File: src/rtl/mold_message_splitter_pkg.sv
// mold_pkg: shared definitions for the MoldUDP64 message splitter.
//   HDR_WORDS_DEFAULT : number of 64-bit header beats ahead of the payload
//   MOLD_LEN_BYTES    : width in bytes of each message-block length prefix
//   LEN_W             : length prefix width in bits
//   state_t / ST_*    : splitter FSM state encoding
//   lane_byte()       : pick byte lane 0..7 out of a 64-bit beat
package mold_pkg;

  localparam int HDR_WORDS_DEFAULT = 8;
  localparam int MOLD_LEN_BYTES    = 2;
  localparam int LEN_W             = 8 * MOLD_LEN_BYTES;

  typedef logic [2:0] state_t;

  localparam state_t ST_HDR    = 3'd0;
  localparam state_t ST_LEN_HI = 3'd1;
  localparam state_t ST_LEN_LO = 3'd2;
  localparam state_t ST_BODY   = 3'd3;
  localparam state_t ST_DROP   = 3'd4;

  // Stream byte k of a beat lives in data[8k+7:8k].
  function automatic logic [7:0] lane_byte(input logic [63:0] data, input logic [2:0] lane);
    return data[{lane, 3'b000} +: 8];
  endfunction

endpackage

File: src/rtl/mold_message_splitter_if.sv
// mold_message_splitter_if: byte-wide ITCH message stream with framing.
//   m_byte     : message byte
//   m_valid    : m_byte valid
//   m_ready    : sink accepts byte when m_valid & m_ready
//   m_som      : first byte of message
//   m_eom      : last byte of message
//   m_msg_len  : length of the current message
//   m_msg_idx  : 0-based message index within the packet
// modport master = splitter side, modport slave = message parser side.
interface mold_message_splitter_if;
  import mold_pkg::*;

  logic [7:0]       m_byte;
  logic             m_valid;
  logic             m_ready;
  logic             m_som;
  logic             m_eom;
  logic [LEN_W-1:0] m_msg_len;
  logic [15:0]      m_msg_idx;

  modport master (
    output m_byte, m_valid, m_som, m_eom, m_msg_len, m_msg_idx,
    input  m_ready
  );

  modport slave (
    input  m_byte, m_valid, m_som, m_eom, m_msg_len, m_msg_idx,
    output m_ready
  );

endinterface

File: src/rtl/mold_message_splitter_beat_hold.sv
// mold_beat_hold: one-beat holding register with a byte pointer.
//   clk, rst    : clock, synchronous active-high reset
//   flush       : discard the held beat
//   load        : capture load_data/load_last, pointer to lane 0
//   consume     : current byte used; advance pointer, empty after lane 7
//   hold_valid  : a beat is held
//   hold_last   : held beat is the packet's final beat
//   hold_byte   : byte at the current pointer
//   ptr_last    : pointer is on lane 7
module mold_beat_hold
  import mold_pkg::*;
(
  input  logic        clk,
  input  logic        rst,
  input  logic        flush,
  input  logic        load,
  input  logic [63:0] load_data,
  input  logic        load_last,
  input  logic        consume,
  output logic        hold_valid,
  output logic        hold_last,
  output logic [7:0]  hold_byte,
  output logic        ptr_last
);

  logic [63:0] data_reg;
  logic        last_reg;
  logic        valid_reg;
  logic [2:0]  ptr_reg;

  always_ff @(posedge clk) begin
    if (rst) begin
      data_reg  <= '0;
      last_reg  <= 1'b0;
      valid_reg <= 1'b0;
      ptr_reg   <= '0;
    end else if (flush) begin
      valid_reg <= 1'b0;
    end else if (load) begin
      data_reg  <= load_data;
      last_reg  <= load_last;
      valid_reg <= 1'b1;
      ptr_reg   <= '0;
    end else if (consume) begin
      if (ptr_reg == 3'd7) begin
        valid_reg <= 1'b0;
      end
      ptr_reg <= ptr_reg + 3'd1;
    end
  end

  assign hold_valid = valid_reg;
  assign hold_last  = last_reg;
  assign hold_byte  = lane_byte(data_reg, ptr_reg);
  assign ptr_last   = (ptr_reg == 3'd7);

endmodule

File: src/rtl/mold_message_splitter.sv
// mold_message_splitter: skips the MoldUDP64 header beats, then walks the
// payload as length-prefixed message blocks and emits message bytes one per
// cycle with start/end-of-message framing.
//   clk, rst            : clock, synchronous active-high reset
//   s_data/s_valid/s_last/s_ready : 64-bit packet beat stream in
//   msg_count           : message count from the header decoder, taken on the first payload beat
//   word_idx            : index of the beat currently on s_data (saturating)
//   msg                 : message byte stream out (master modport)
//   err_runt            : pulse, packet ended inside the header
//   err_trunc           : pulse, packet ended inside a length field or message body
// word_idx also drives header detection, so HDR_WORDS-1 must fit below its
// saturation value.
module mold_message_splitter
  import mold_pkg::*;
#(
  parameter int HDR_WORDS = HDR_WORDS_DEFAULT,
  parameter int WCNT_W    = 4
) (
  input  logic                  clk,
  input  logic                  rst,
  input  logic [63:0]           s_data,
  input  logic                  s_valid,
  input  logic                  s_last,
  output logic                  s_ready,
  input  logic [15:0]           msg_count,
  output logic [WCNT_W-1:0]     word_idx,
  mold_message_splitter_if.master msg,
  output logic                  err_runt,
  output logic                  err_trunc
);

  localparam logic [WCNT_W-1:0] HDR_LAST_IDX = WCNT_W'(HDR_WORDS - 1);

  state_t            state_reg, state_next;
  logic [WCNT_W-1:0] word_idx_reg;
  logic              first_reg;
  logic [15:0]       msg_left_reg;
  logic [7:0]        len_hi_reg;
  logic [LEN_W-1:0]  len_reg;
  logic [LEN_W-1:0]  rem_reg;
  logic [15:0]       msg_idx_reg;

  logic              hold_valid, hold_last, ptr_last;
  logic [7:0]        hold_byte;
  logic              in_payload, s_acc, hold_load, consume, flush, eop, body_last;
  logic              msg_done, start_body, trunc, runt;
  logic [LEN_W-1:0]  len_word;

  mold_beat_hold u_hold (
    .clk        (clk),
    .rst        (rst),
    .flush      (flush),
    .load       (hold_load),
    .load_data  (s_data),
    .load_last  (s_last),
    .consume    (consume),
    .hold_valid (hold_valid),
    .hold_last  (hold_last),
    .hold_byte  (hold_byte),
    .ptr_last   (ptr_last)
  );

  assign in_payload = (state_reg == ST_LEN_HI) || (state_reg == ST_LEN_LO) || (state_reg == ST_BODY);

  // In DROP, hold off the next packet's first beat until the held final beat is gone.
  assign s_ready = in_payload ? !hold_valid :
                   (state_reg == ST_DROP) ? !(hold_valid && hold_last) : 1'b1;

  assign s_acc     = s_valid && s_ready;
  assign hold_load = s_acc && in_payload;
  assign flush     = (state_reg == ST_DROP);
  assign consume   = hold_valid && ((state_reg == ST_LEN_HI) || (state_reg == ST_LEN_LO) ||
                                    ((state_reg == ST_BODY) && msg.m_ready));
  assign eop       = consume && hold_last && ptr_last;
  assign len_word  = {len_hi_reg, hold_byte};
  // Final byte of a message, either by its length or by the packet running out.
  assign body_last = (rem_reg == LEN_W'(1)) || (hold_last && ptr_last);

  always_comb begin
    state_next = state_reg;
    msg_done   = 1'b0;
    start_body = 1'b0;
    trunc      = 1'b0;
    runt       = 1'b0;
    case (state_reg)
      ST_HDR: begin
        if (s_acc) begin
          if (s_last) begin
            runt = 1'b1;
          end else if (word_idx_reg == HDR_LAST_IDX) begin
            state_next = ST_LEN_HI;
          end
        end
      end
      ST_LEN_HI: begin
        // Heartbeat packet: nothing to split, discard the rest.
        if (first_reg && hold_load && (msg_count == 16'd0)) begin
          state_next = ST_DROP;
        end else if (consume) begin
          state_next = eop ? ST_HDR : ST_LEN_LO;
        end
      end
      ST_LEN_LO: begin
        if (consume) begin
          if (eop) begin
            trunc      = 1'b1;
            state_next = ST_HDR;
          end else if (len_word == '0) begin
            msg_done   = 1'b1;
            state_next = (msg_left_reg == 16'd1) ? ST_DROP : ST_LEN_HI;
          end else begin
            start_body = 1'b1;
            state_next = ST_BODY;
          end
        end
      end
      ST_BODY: begin
        if (consume && body_last) begin
          if (rem_reg != LEN_W'(1)) begin
            trunc      = 1'b1;
            state_next = ST_HDR;
          end else begin
            msg_done = 1'b1;
            if (eop) begin
              state_next = ST_HDR;
            end else if (msg_left_reg == 16'd1) begin
              state_next = ST_DROP;
            end else begin
              state_next = ST_LEN_HI;
            end
          end
        end
      end
      ST_DROP: begin
        if (hold_valid && hold_last) begin
          state_next = ST_HDR;
        end else if (s_acc && s_last) begin
          state_next = ST_HDR;
        end
      end
      default: state_next = ST_HDR;
    endcase
  end

  always_ff @(posedge clk) begin
    if (rst) begin
      state_reg    <= ST_HDR;
      word_idx_reg <= '0;
      first_reg    <= 1'b0;
      msg_left_reg <= '0;
      len_hi_reg   <= '0;
      len_reg      <= '0;
      rem_reg      <= '0;
      msg_idx_reg  <= '0;
    end else begin
      state_reg <= state_next;

      if (s_acc) begin
        if (s_last) begin
          word_idx_reg <= '0;
        end else if (!(&word_idx_reg)) begin
          word_idx_reg <= word_idx_reg + 1'b1;
        end
      end

      if ((state_reg == ST_HDR) && (state_next == ST_LEN_HI)) begin
        first_reg <= 1'b1;
      end else if (hold_load) begin
        first_reg <= 1'b0;
      end

      if (first_reg && hold_load) begin
        msg_left_reg <= msg_count;
      end else if (msg_done) begin
        msg_left_reg <= msg_left_reg - 16'd1;
      end

      if (consume && (state_reg == ST_LEN_HI)) begin
        len_hi_reg <= hold_byte;
      end

      if (start_body) begin
        len_reg <= len_word;
        rem_reg <= len_word;
      end else if (consume && (state_reg == ST_BODY)) begin
        rem_reg <= rem_reg - LEN_W'(1);
      end

      if (state_next == ST_HDR) begin
        msg_idx_reg <= '0;
      end else if (msg_done) begin
        msg_idx_reg <= msg_idx_reg + 16'd1;
      end
    end
  end

  assign word_idx      = word_idx_reg;
  assign msg.m_valid   = (state_reg == ST_BODY) && hold_valid;
  assign msg.m_byte    = hold_byte;
  assign msg.m_som     = msg.m_valid && (rem_reg == len_reg);
  assign msg.m_eom     = msg.m_valid && body_last;
  assign msg.m_msg_len = len_reg;
  assign msg.m_msg_idx = msg_idx_reg;
  assign err_runt      = runt;
  assign err_trunc     = trunc;

endmodule

File: src/flat_wrapper.sv
// flat-port wrapper written by rule: the top's interface ports become plain ports
module mold_message_splitter_flat import mold_pkg::*;
#(
  parameter int HDR_WORDS = HDR_WORDS_DEFAULT,
  parameter int WCNT_W    = 4
)
  (clk, rst, s_data, s_valid, s_last, s_ready, msg_count, word_idx, err_runt, err_trunc, msg_m_byte, msg_m_valid, msg_m_som, msg_m_eom, msg_m_msg_len, msg_m_msg_idx, msg_m_ready);
  mold_message_splitter_if msg_i ();
  input  logic clk;
  input  logic rst;
  input  logic [63:0] s_data;
  input  logic s_valid;
  input  logic s_last;
  output logic s_ready;
  input  logic [15:0] msg_count;
  output logic [WCNT_W-1:0] word_idx;
  output logic err_runt;
  output logic err_trunc;
  output wire logic [$bits(msg_i.m_byte)-1:0] msg_m_byte;
  output wire logic [$bits(msg_i.m_valid)-1:0] msg_m_valid;
  output wire logic [$bits(msg_i.m_som)-1:0] msg_m_som;
  output wire logic [$bits(msg_i.m_eom)-1:0] msg_m_eom;
  output wire logic [$bits(msg_i.m_msg_len)-1:0] msg_m_msg_len;
  output wire logic [$bits(msg_i.m_msg_idx)-1:0] msg_m_msg_idx;
  input wire logic [$bits(msg_i.m_ready)-1:0] msg_m_ready;
  assign msg_m_byte = msg_i.m_byte;
  assign msg_m_valid = msg_i.m_valid;
  assign msg_m_som = msg_i.m_som;
  assign msg_m_eom = msg_i.m_eom;
  assign msg_m_msg_len = msg_i.m_msg_len;
  assign msg_m_msg_idx = msg_i.m_msg_idx;
  assign msg_i.m_ready = msg_m_ready;
  mold_message_splitter #(.HDR_WORDS(HDR_WORDS), .WCNT_W(WCNT_W)) u_core (.clk(clk), .rst(rst), .s_data(s_data), .s_valid(s_valid), .s_last(s_last), .s_ready(s_ready), .msg_count(msg_count), .word_idx(word_idx), .msg(msg_i), .err_runt(err_runt), .err_trunc(err_trunc));
endmodule
File: config.mk
export PLATFORM = sky130hd
export DESIGN_NAME = mold_message_splitter_flat
export DESIGN_NICKNAME = d
export VERILOG_FILES = /design/src/rtl/mold_message_splitter_pkg.sv /design/src/rtl/mold_message_splitter_if.sv /design/src/rtl/mold_message_splitter_beat_hold.sv /design/src/rtl/mold_message_splitter.sv /design/src/flat_wrapper.sv
export SDC_FILE = /design/constraint.sdc
export NUM_CORES = 1
export LEC_CHECK = 0
export ABC_AREA = 0
export BUFFER_PORTS_ARGS = -buffer_cell sky130_fd_sc_hd__buf_2
export CAP_MARGIN = 25
export CORE_MARGIN = 2
export CORE_UTILIZATION = 56
export DETAILED_ROUTE_END_ITERATION = 8
export HOLD_SLACK_MARGIN = 0.15
export PLACE_DENSITY = 0.8
export SETUP_SLACK_MARGIN = 0.15
export SYNTH_ARGS = -nofsm -noshare
export SYNTH_HDL_FRONTEND = slang
export SYNTH_HIERARCHICAL = 1
export SYNTH_SLANG_ARGS = --single-unit
File: constraint.sdc
create_clock -name clk -period 3.9 [get_ports clk]
set_input_delay 0.39 -clock clk [delete_from_list [all_inputs] [get_ports clk]]
set_output_delay 0.39 -clock clk [all_outputs]
set_load 0.1 [all_outputs]
* Yosys cells after proc, flatten, opt, wreduce, memory -nomap -nowiden
Cells that the tools add are included.
W data, S select, Z words.
** Cells by class
- Add/sub/neg operators :: 5
- Muxes and demuxes :: 49
- $mul :: 0
- Equality and inequality tests :: 12
- Divide/modulo/power cells :: 0
- Shift-type cells :: 1
- Reductions and logical operators :: 40
- Order comparisons :: 0
- Bitwise gates (word level) :: 1
** Operator list (count)
- $mux W16 :: 4
- $shiftx A64 B7 Y8 :: 1
- $mux W3 :: 16
- $eq A16 B1 Y1 const B :: 2
- $logic_not A16 Y1 :: 2
- $sub A16 B1 Y16 const B :: 2
- $mux W1 :: 23
- $logic_and A1 B1 Y1 :: 18
- $add A16 B1 Y16 const B :: 1
- $eq A16 B16 Y1 :: 1
- $ne A16 B1 Y1 const B :: 1
- $pmux W3 S5 :: 1
- $reduce_bool A2 Y1 :: 5
- $mux W4 :: 2
- $reduce_and A2 Y1 :: 4
- $eq A3 B1 Y1 const B :: 2
- $eq A3 B2 Y1 const B :: 2
- $eq A3 B3 Y1 const B :: 2
- $logic_not A3 Y1 :: 2
- $add A4 B1 Y4 const B :: 1
- $eq A4 B3 Y1 const B :: 1
- $logic_or A1 B1 Y1 :: 4
- $pmux W1 S2 :: 2
- $reduce_and A4 Y1 :: 1
- other kinds (6) :: 8
** Word-level totals
- Bits in read-only memories :: 0
- Bits in writable memories :: 0
- Latch bits :: 0
- Input bits :: 85
- Register bits after elaboration :: 149
- Memories kept :: 0

* Longest topological paths before layout
Gate-level depths: netlist of run 1.
- Depth in word-level cells :: 13
- Gate-level depth with buffers :: 12
- Depth with buffers taken out :: 8

* Cells and area by module
Netlist of run 1, hierarchy kept.
** Modules (own cells, without submodules)
- mold_message_splitter :: cells each 519, instances 1, area each 4202.8 µm²
- mold_beat_hold :: cells each 334, instances 1, area each 2967.8 µm²

* Least setup slack after synthesis of run 1
No wires, ideal clock.
- Kind :: register -> output
- Start :: register u_core.len_reg[12], in the netlist u_core/msg.m_msg_len[12]
- End :: output msg_m_som
- Slack :: -0.070 ns
- Cell stages (with the launch flop) :: 5
- Arrival :: 3.580 ns
- Cells stage by stage :: dfxtp_1 > xor2_1 > nor4_1 > nand4_1 > nor3_1
** Between the ends
- Cells in the longest elaborated chain, start to end :: 2
** Ends and longest elaborated chain
- start, declared :: line mold_message_splitter.sv:39 : logic [LEN_W-1:0] len_reg;
- start signal, assigned :: line mold_message_splitter.sv:183 : len_reg <= len_word;
- $eq A16 B16 Y1 :: line mold_message_splitter.sv:200 : assign msg.m_som = msg.m_valid && (rem_reg == len_reg);
- $logic_and A1 B1 Y1 :: line mold_message_splitter.sv:200
- end, declared :: line flat_wrapper.sv:21 : output wire logic [$bits(msg_i.m_som)-1:0] msg_m_som;
Every way passes these cells.

* Worst setup path in the final report of run 1
- Start :: register u_core.u_hold.ptr_reg[0]
- End :: register u_core.msg_left_reg[12]
** Between the ends
- Cells in the longest elaborated chain, start to end :: 7
- Elaborated cells on any way between the ends :: 13
- Those cells by class :: eq/ne: 1; shift: 1; mux: 5; reduce/logical: 6
** Ends and longest elaborated chain
- start, declared :: line mold_message_splitter_beat_hold.sv:29 : logic [2:0] ptr_reg;
- start signal, assigned :: line mold_message_splitter_beat_hold.sv:48 : ptr_reg <= ptr_reg + 3'd1;
- $shiftx A64 B7 Y8 or $eq A3 B3 Y1 (tied branches) :: line mold_message_splitter_pkg.sv:23, mold_message_splitter_beat_hold.sv:55
- $logic_not A16 Y1 or $logic_and A1 B1 Y1 (tied branches) :: line mold_message_splitter.sv:108, mold_message_splitter.sv:77
- $mux W1 or $logic_or A1 B1 Y1 (tied branches) :: line mold_message_splitter.sv:108, mold_message_splitter.sv:77
- $mux W1 or $logic_and A1 B1 Y1 (tied branches) :: line mold_message_splitter.sv:105, mold_message_splitter.sv:118
- $mux W1, on equally long branches :: line mold_message_splitter.sv:104, mold_message_splitter.sv:118
- $pmux W1 S2 * :: line mold_message_splitter.sv:85 : case (state_reg)
- $reduce_bool A2 Y1 (no source line) *
- end signal, assigned :: line mold_message_splitter.sv:173 : msg_left_reg <= msg_count;
- end signal, assigned :: line mold_message_splitter.sv:175 : msg_left_reg <= msg_left_reg - 16'd1;
- end, declared :: line mold_message_splitter.sv:37 : logic [15:0] msg_left_reg;
Mark *: on every way between the ends. The rest lies on a longest branch, timed or not.
A chain may end at the register's enable or synchronous reset.

==> metrics.txt, run 1 <==
Vias/cell=5.70; Post-Synth XOR/XNOR Area=4.76%; main combinational cell family by area after synthesis=simple AND/OR/NAND/NOR gates; largest net degree at the start of global routing=85; Synth area leader=dfxtp_1; Fillers=1031; top-area cell type share of the netlist area=41.6%; period utilization=86.1%; final setup fails=0; Final Hold Fails=0; Synth Area in Compound Gates=14.1%; Final Critical Period=3.36 ns; die area=13700 sq um; cell area after layout=8470 sq um; Setup CP Type=reg -> reg; Clock Sinks=149; Antenna Cells=0; sequential element share of the synthesized area=41.6%; # DRC=0; Layout area overhead=18.1%; Post-synth EDFFs=0; GPL Wtd Cong=0.855; f_max=298 MHz; synthesized net count=946; nets=1059; vias in the first global route=6051; CTS Buf Count=17; synth unique cells=65; GRT overflow=0; Root Driver=clkbuf_16; Synth Area in Adders=1.40%; Placeable Area=12600 sq um; Clock Path Buffers=2; TritonCTS clock tree=built; Ys Warns=6; static leakage=3.32 nW; share of post-route cells with drive strength above 1=21.7%; Worst Reg-to-Reg Cells=9; TNS Setup=0 ns; post-cts resize count=0; initial core utilization=57.1%; post-CTS setup buffers=0; flops & latches, synth=149; Final Worst Setup Slack=0.543 ns; max FFs per register=64; maxcap violations=0; initial antenna violation count=0; Area contributors post-synth=dfxtp_1, nand2_1, a21oi_1; reg2reg setup slack=0.54 ns; Post-Synth Simple-Gate Area=26.1%; drt first-iter violations=508; count leader, synth=nand2_1; RSZ-0062 raised after global routing=no; DRT Wirelength=17900 um; WL per Instance=15.6 um; DP HPWL=12400 um; Post-synth top cells=nand2_1, dfxtp_1, a21oi_1; I/O pins=135; critical path launch point type=register; most common flop cell mapped by yosys=dfxtp_1; GRT Total Usage=27.1%; CP Capture Type=register; status=finished clean; Post-synth ARST share=0%; CP max FO=25; first-pass GRT wire length=29000 um; hold depth=3; H-Tree Level Count=4; Max Clock Skew=0.00652 ns; Max-slew headroom=21.0%; Req. time, crit path=4.26 ns; actual slew at the worst max-slew pin=1.18 ns; latest clock arrival within the worst-skew pair=0.43 ns; Synth Cell Area=7170 sq um; Mapped Cells=853; Detail Route Antenna Nets=0; R2R Path End=u_core/msg_left_reg[12]; pre-CTS setup slack=0.563 ns; Crit. Startpoint=u_core/u_hold/ptr_reg[0]; row count=41; Area after DPL=7900 sq um; Mean Syn Cell Area=8.41 sq um; Die W=117 um; worst min-delay path class=in -> reg; hold_sp=s_data[45]; Worst Hold Path EP=u_core/u_hold/data_reg[45]; CTS clk-pin slew, worst paths=0.06 ns; drt pass-1 iters=5; # port buffers=134; worst r2r src=u_core/u_hold/ptr_reg[0]; WP data arrival=3.71 ns; Max rail drop VDD=0.290 mV; Slew Limit Fails=0; Vert. Die Dim=117 um; mux share of post-synthesis cell area=7.57%; DR vias=6558; Hold Buf Count CTS=0; Cell Pwr Density=379 nW/um^2
final cells by class:
class                   count  area, sq um  share of cell area (%)
clock inverters            13          134                    1.58
well taps                 172          215                    2.54
multi-input cells         642         3880                    45.8
repair buffers            147          783                    9.25
flip-flops and latches    149         2980                    35.2
clock buffers              19          443                    5.23
inverters                   9         33.8                   0.399
layer usage:
| metal | part of all wire (%) | GRT usage (%) | vias to the layer above | wire [um] |
|---|---|---|---|---|
| met3 | 6.2 | 6.59 | 37 | 1110 |
| met2 | 47 | 43.0 | 235 | 8490 |
| li1 | - | - | 3230 | - |
| met4 | 2.4 | 10.4 | 0 | 428 |
| met5 | 0 | 0 | - | 0 |
| met1 | 44 | 35.9 | 3056 | 7900 |
through the flow:
| step | util (%) | std cells | hold slack, ns | power [mW] |
|---|---|---|---|---|
| floorplan | - | 853 | 0.432 | 1.60 |
| finish | 67.4 | 1151 | 0.191 | 3.21 |
| global route | 67.4 | 1151 | 0.184 | 3.30 |
| global placement | 62.8 | 1119 | 0.438 | 1.65 |
| CTS | 67.4 | 1151 | 0.184 | 3.22 |
| detailed placement | 62.8 | 1119 | 0.445 | 1.65 |
worst max path at each step:
stage	slack, ns	depth (start not counted)	endpoint
after global routing	0.23	9	u_core/msg_left_reg[11]
final	0.54	9	u_core/msg_left_reg[12]
after detailed placement	0.56	9	u_core/msg_left_reg[11]
after floorplan	0.57	11	u_core/msg.m_msg_idx[3]
after CTS	0.55	9	u_core/msg_left_reg[11]
after global placement	0.60	9	u_core/msg_left_reg[12]
cells by family after synthesis:
logic type | count (synthesis)
XOR/XNOR | 39
AO/OA/AOI/OAI | 173
buffers and inverters | 62
adder cells (fa/ha/maj) | 8
flip-flops | 149
multiplexers | 27
AND/OR/NAND/NOR | 395
critical path, cell delays in order (launching register included):
cell and delay (ns):
dfxtp_1 0.35, buf_12 0.18, mux4_1 0.56, mux2_4 0.30
nor4_1 0.43, and4_1 0.33, a22oi_2 0.33, or3_1 0.52
a2bb2oi_1 0.15, a21oi_1 0.12
cells in the final DEF (no fill, tap or decap), types with 13 or more instances in the layout:
master,Yosys,layout
nand2_1,215,215
dfxtp_1,149,149
buf_2,17,133
a21oi_1,114,114
nor2_1,49,49
xor2_1,24,24
nor4_1,23,23
nor3_1,19,18
clkbuf_16,0,17
xnor2_1,15,15
nand4_1,14,14
o21ai_0,14,14
buf_4,2,13
nand3_1,13,13
where the power goes:
part	leakage (nW)	switching [mW]	internal, mW
Combinational	1.84	0.0562	0.0371
Clock	0.278	0.642	0.953
Sequential	1.20	0.00189	1.52
Total	3.32	0.700	2.51
Note: power is estimated with default switching activity, not from simulation.
==> inputs of run 2 (changes only) <==
--- a/config.mk
+++ b/config.mk
@@ -11,6 +11,7 @@
 export CORE_MARGIN = 2
 export CORE_UTILIZATION = 56
 export DETAILED_ROUTE_END_ITERATION = 8
+export GPL_TIMING_DRIVEN = 0
 export HOLD_SLACK_MARGIN = 0.15
 export PLACE_DENSITY = 0.8
 export SETUP_SLACK_MARGIN = 0.15
==> run 2 against run 1 <==
Count of clock-buffer cells in the layout grew 1. Wire length increased by 6.1%. Sequential power about the same. Power rose by 4.4%. Combinational power increased by 8%. Setup slack worse by 0.22 ns. Global-route usage rose by 1.4 points. Die area unchanged. Critical endpoint is now u_core/msg.m_msg_idx[5]. Largest power group unchanged.
==> metrics.txt, run 2 (same netlist as run 1, synthesis figures left out) <==
status=finished clean (unchanged); critical path launch point type=register (unchanged); Fillers=1049 (was 1031); # port buffers=133 (was 134); largest net degree at the start of global routing=17 (was 85); Vias/cell=5.70 (about the same); maxcap violations=0 (unchanged); Cell Pwr Density=386 nW/um^2 (was 379 nW/um^2); most frequent cells in the layout=nand2_1, buf_2, dfxtp_1 (was nand2_1, dfxtp_1, buf_2); slowest cell on the critical path=mux4_1 (unchanged); Hold Buf Count CTS=0 (unchanged); DRT Wirelength=19000 um (was 17900 um); CP Capture Type=register (unchanged); Register Area=2980 sq um (unchanged); CTS clk-pin slew, worst paths=0.06 ns (about the same); area occupied by multi-input gates=3880 sq um (about the same); Root Driver=clkbuf_16 (unchanged); Req. time, crit path=4.21 ns (was 4.26 ns); DR vias=6793 (was 6558); Antenna Cells=0 (unchanged); Max rail drop VDD=0.285 mV (was 0.290 mV); TritonCTS clock tree=built (unchanged); # DRC=0 (unchanged); commonest non-fill, non-tap cell in the layout=nand2_1 (unchanged); Placeable Area=12600 sq um (unchanged); row count=41 (unchanged); max FFs per register=64 (unchanged); actual slew at the worst max-slew pin=0.899 ns (was 1.18 ns); Max Clock Skew=0.00739 ns (was 0.00652 ns); Area after DPL=8060 sq um (was 7900 sq um); Worst path top cell family by delay=multiplexers (was simple AND/OR/NAND/NOR gates); Most common cell on crit path=buf_6; Buf/Inv on CP=3 (was 1); vias in the first global route=6411 (was 6051); WP data arrival=3.89 ns (was 3.71 ns); Slew Limit Fails=0 (unchanged); CP cell instances=buf_6 -> mux4_1 -> mux2_2 -> nor4_2 -> nand4_1 -> and2_1 -> buf_2 -> a221o_1 -> o31ai_4 -> buf_6 -> nor2_1 (was buf_12 -> mux4_1 -> mux2_4 -> nor4_1 -> and4_1 -> a22oi_2 -> or3_1 -> a2bb2oi_1 -> a21oi_1); share of post-route cells with drive strength above 1=22.0% (was 21.7%); nets=1099 (was 1059); GRT Total Usage=28.5% (was 27.1%); Layout area overhead=21.4% (was 18.1%); CTS Buf Count=17 (unchanged); TNS Setup=0 ns (unchanged); Vert. Die Dim=117 um (unchanged); crit-path max cell delay=0.64 ns (was 0.56 ns); I/O pins=135 (unchanged); f_max=280 MHz (was 298 MHz); CP max FO=10 (was 25); Final Critical Period=3.58 ns (was 3.36 ns); final setup fails=0 (unchanged); WL per Instance=16.0 um (was 15.6 um); RSZ-0062 raised after global routing=no (unchanged); drt pass-1 iters=5 (unchanged); GRT overflow=0 (unchanged); Die W=117 um (unchanged); Detail Route Antenna Nets=0 (unchanged); Hold WS=0.199 ns (was 0.191 ns); Final Worst Setup Slack=0.323 ns (was 0.543 ns); Clock Sinks=149 (unchanged); Setup CP Type=reg -> reg (unchanged); drt first-iter violations=539 (was 508); pre-CTS setup slack=0.265 ns (was 0.563 ns); Clock Path Buffers=2 (unchanged); cell area after layout=8700 sq um (was 8470 sq um); latest clock arrival within the worst-skew pair=0.42 ns (was 0.43 ns); die area=13700 sq um (unchanged); Max-slew headroom=39.9% (was 21.0%); Core Util, Final=69.2% (was 67.4%); initial antenna violation count=0 (unchanged); initial core utilization=57.1% (unchanged); DP HPWL=14000 um (was 12400 um); static leakage=3.43 nW (was 3.32 nW); period utilization=91.7% (was 86.1%); GPL Wtd Cong=0.936 (was 0.855); first-pass GRT wire length=30300 um (was 29000 um); Final Hold Fails=0 (unchanged); H-Tree Level Count=4 (unchanged); worst min-delay path class=in -> reg (unchanged)
## run 2: cell count changes in the layout (fill, tap and decap cells not counted), sizes merged
cell,change
inv,+1
buf,+14
bufinv,+2
clkinvlp,+1
clkbuf,+27
clkinv,-5
## run 2: worst min-delay path, cell delays in order
cell     delay (ns)
buf_2          0.09
nand2_1        0.04
a21oi_1        0.05
## run 2: path summary, 6_finish.rpt
check	startpoint	to	slack (ns)	cells past startpoint
setup reg to reg	u_core/u_hold/ptr_reg[0]	u_core/msg.m_msg_idx[5]	0.32	11
hold reg to reg	u_core/u_hold/data_reg[23]	u_core/u_hold/data_reg[23]	0.45	2
setup / recovery	u_core/u_hold/ptr_reg[0]	u_core/msg.m_msg_idx[5]	0.32	11
hold / removal	s_data[43]	u_core/u_hold/data_reg[43]	0.20	3
## run 2: per-stage QoR
stage,instances,power [mW]
2_1_floorplan,853,1.60
3_3_place_gp,1158,1.66
3_5_place_dp,1158,1.66
4_1_cts,1190,3.37
5_1_grt,1191,3.43
6_report,1191,3.36
## run 2: repair_timing
item | 4_1_cts | 5_1_grt
setup buffers | 0 | 1
gates resized for setup | 0 | 3
endpoints found under the setup margin | 0 | 26
## run 2: layout make-up
cell class / instances / area share (%)
Buffer: 53 / 3.35
Inverter: 9 / 0.388
Multi-Input combinational cell: 642 / 44.6
Timing Repair Buffer: 134 / 7.73
Tap cell: 172 / 2.47
Clock inverter: 12 / 2.04
Clock buffer: 20 / 5.13
Sequential cell: 149 / 34.3
## run 2: layer usage
layer	up-vias	wire length (um)	GRT usage (%)
met5	-	0	0
met4	0	431	11.8
met3	43	1300	5.92
met2	294	9170	47.4
met1	3153	8120	36.1
li1	3303	-	-
## run 2: power by group
part | internal [mW] | switching (mW) | total (mW) | leakage, nW
registers | 1.52 | 0.00155 | 1.52 | 1.20
clock network | 1.09 | 0.642 | 1.73 | 0.293
logic | 0.0390 | 0.0623 | 0.101 | 1.93
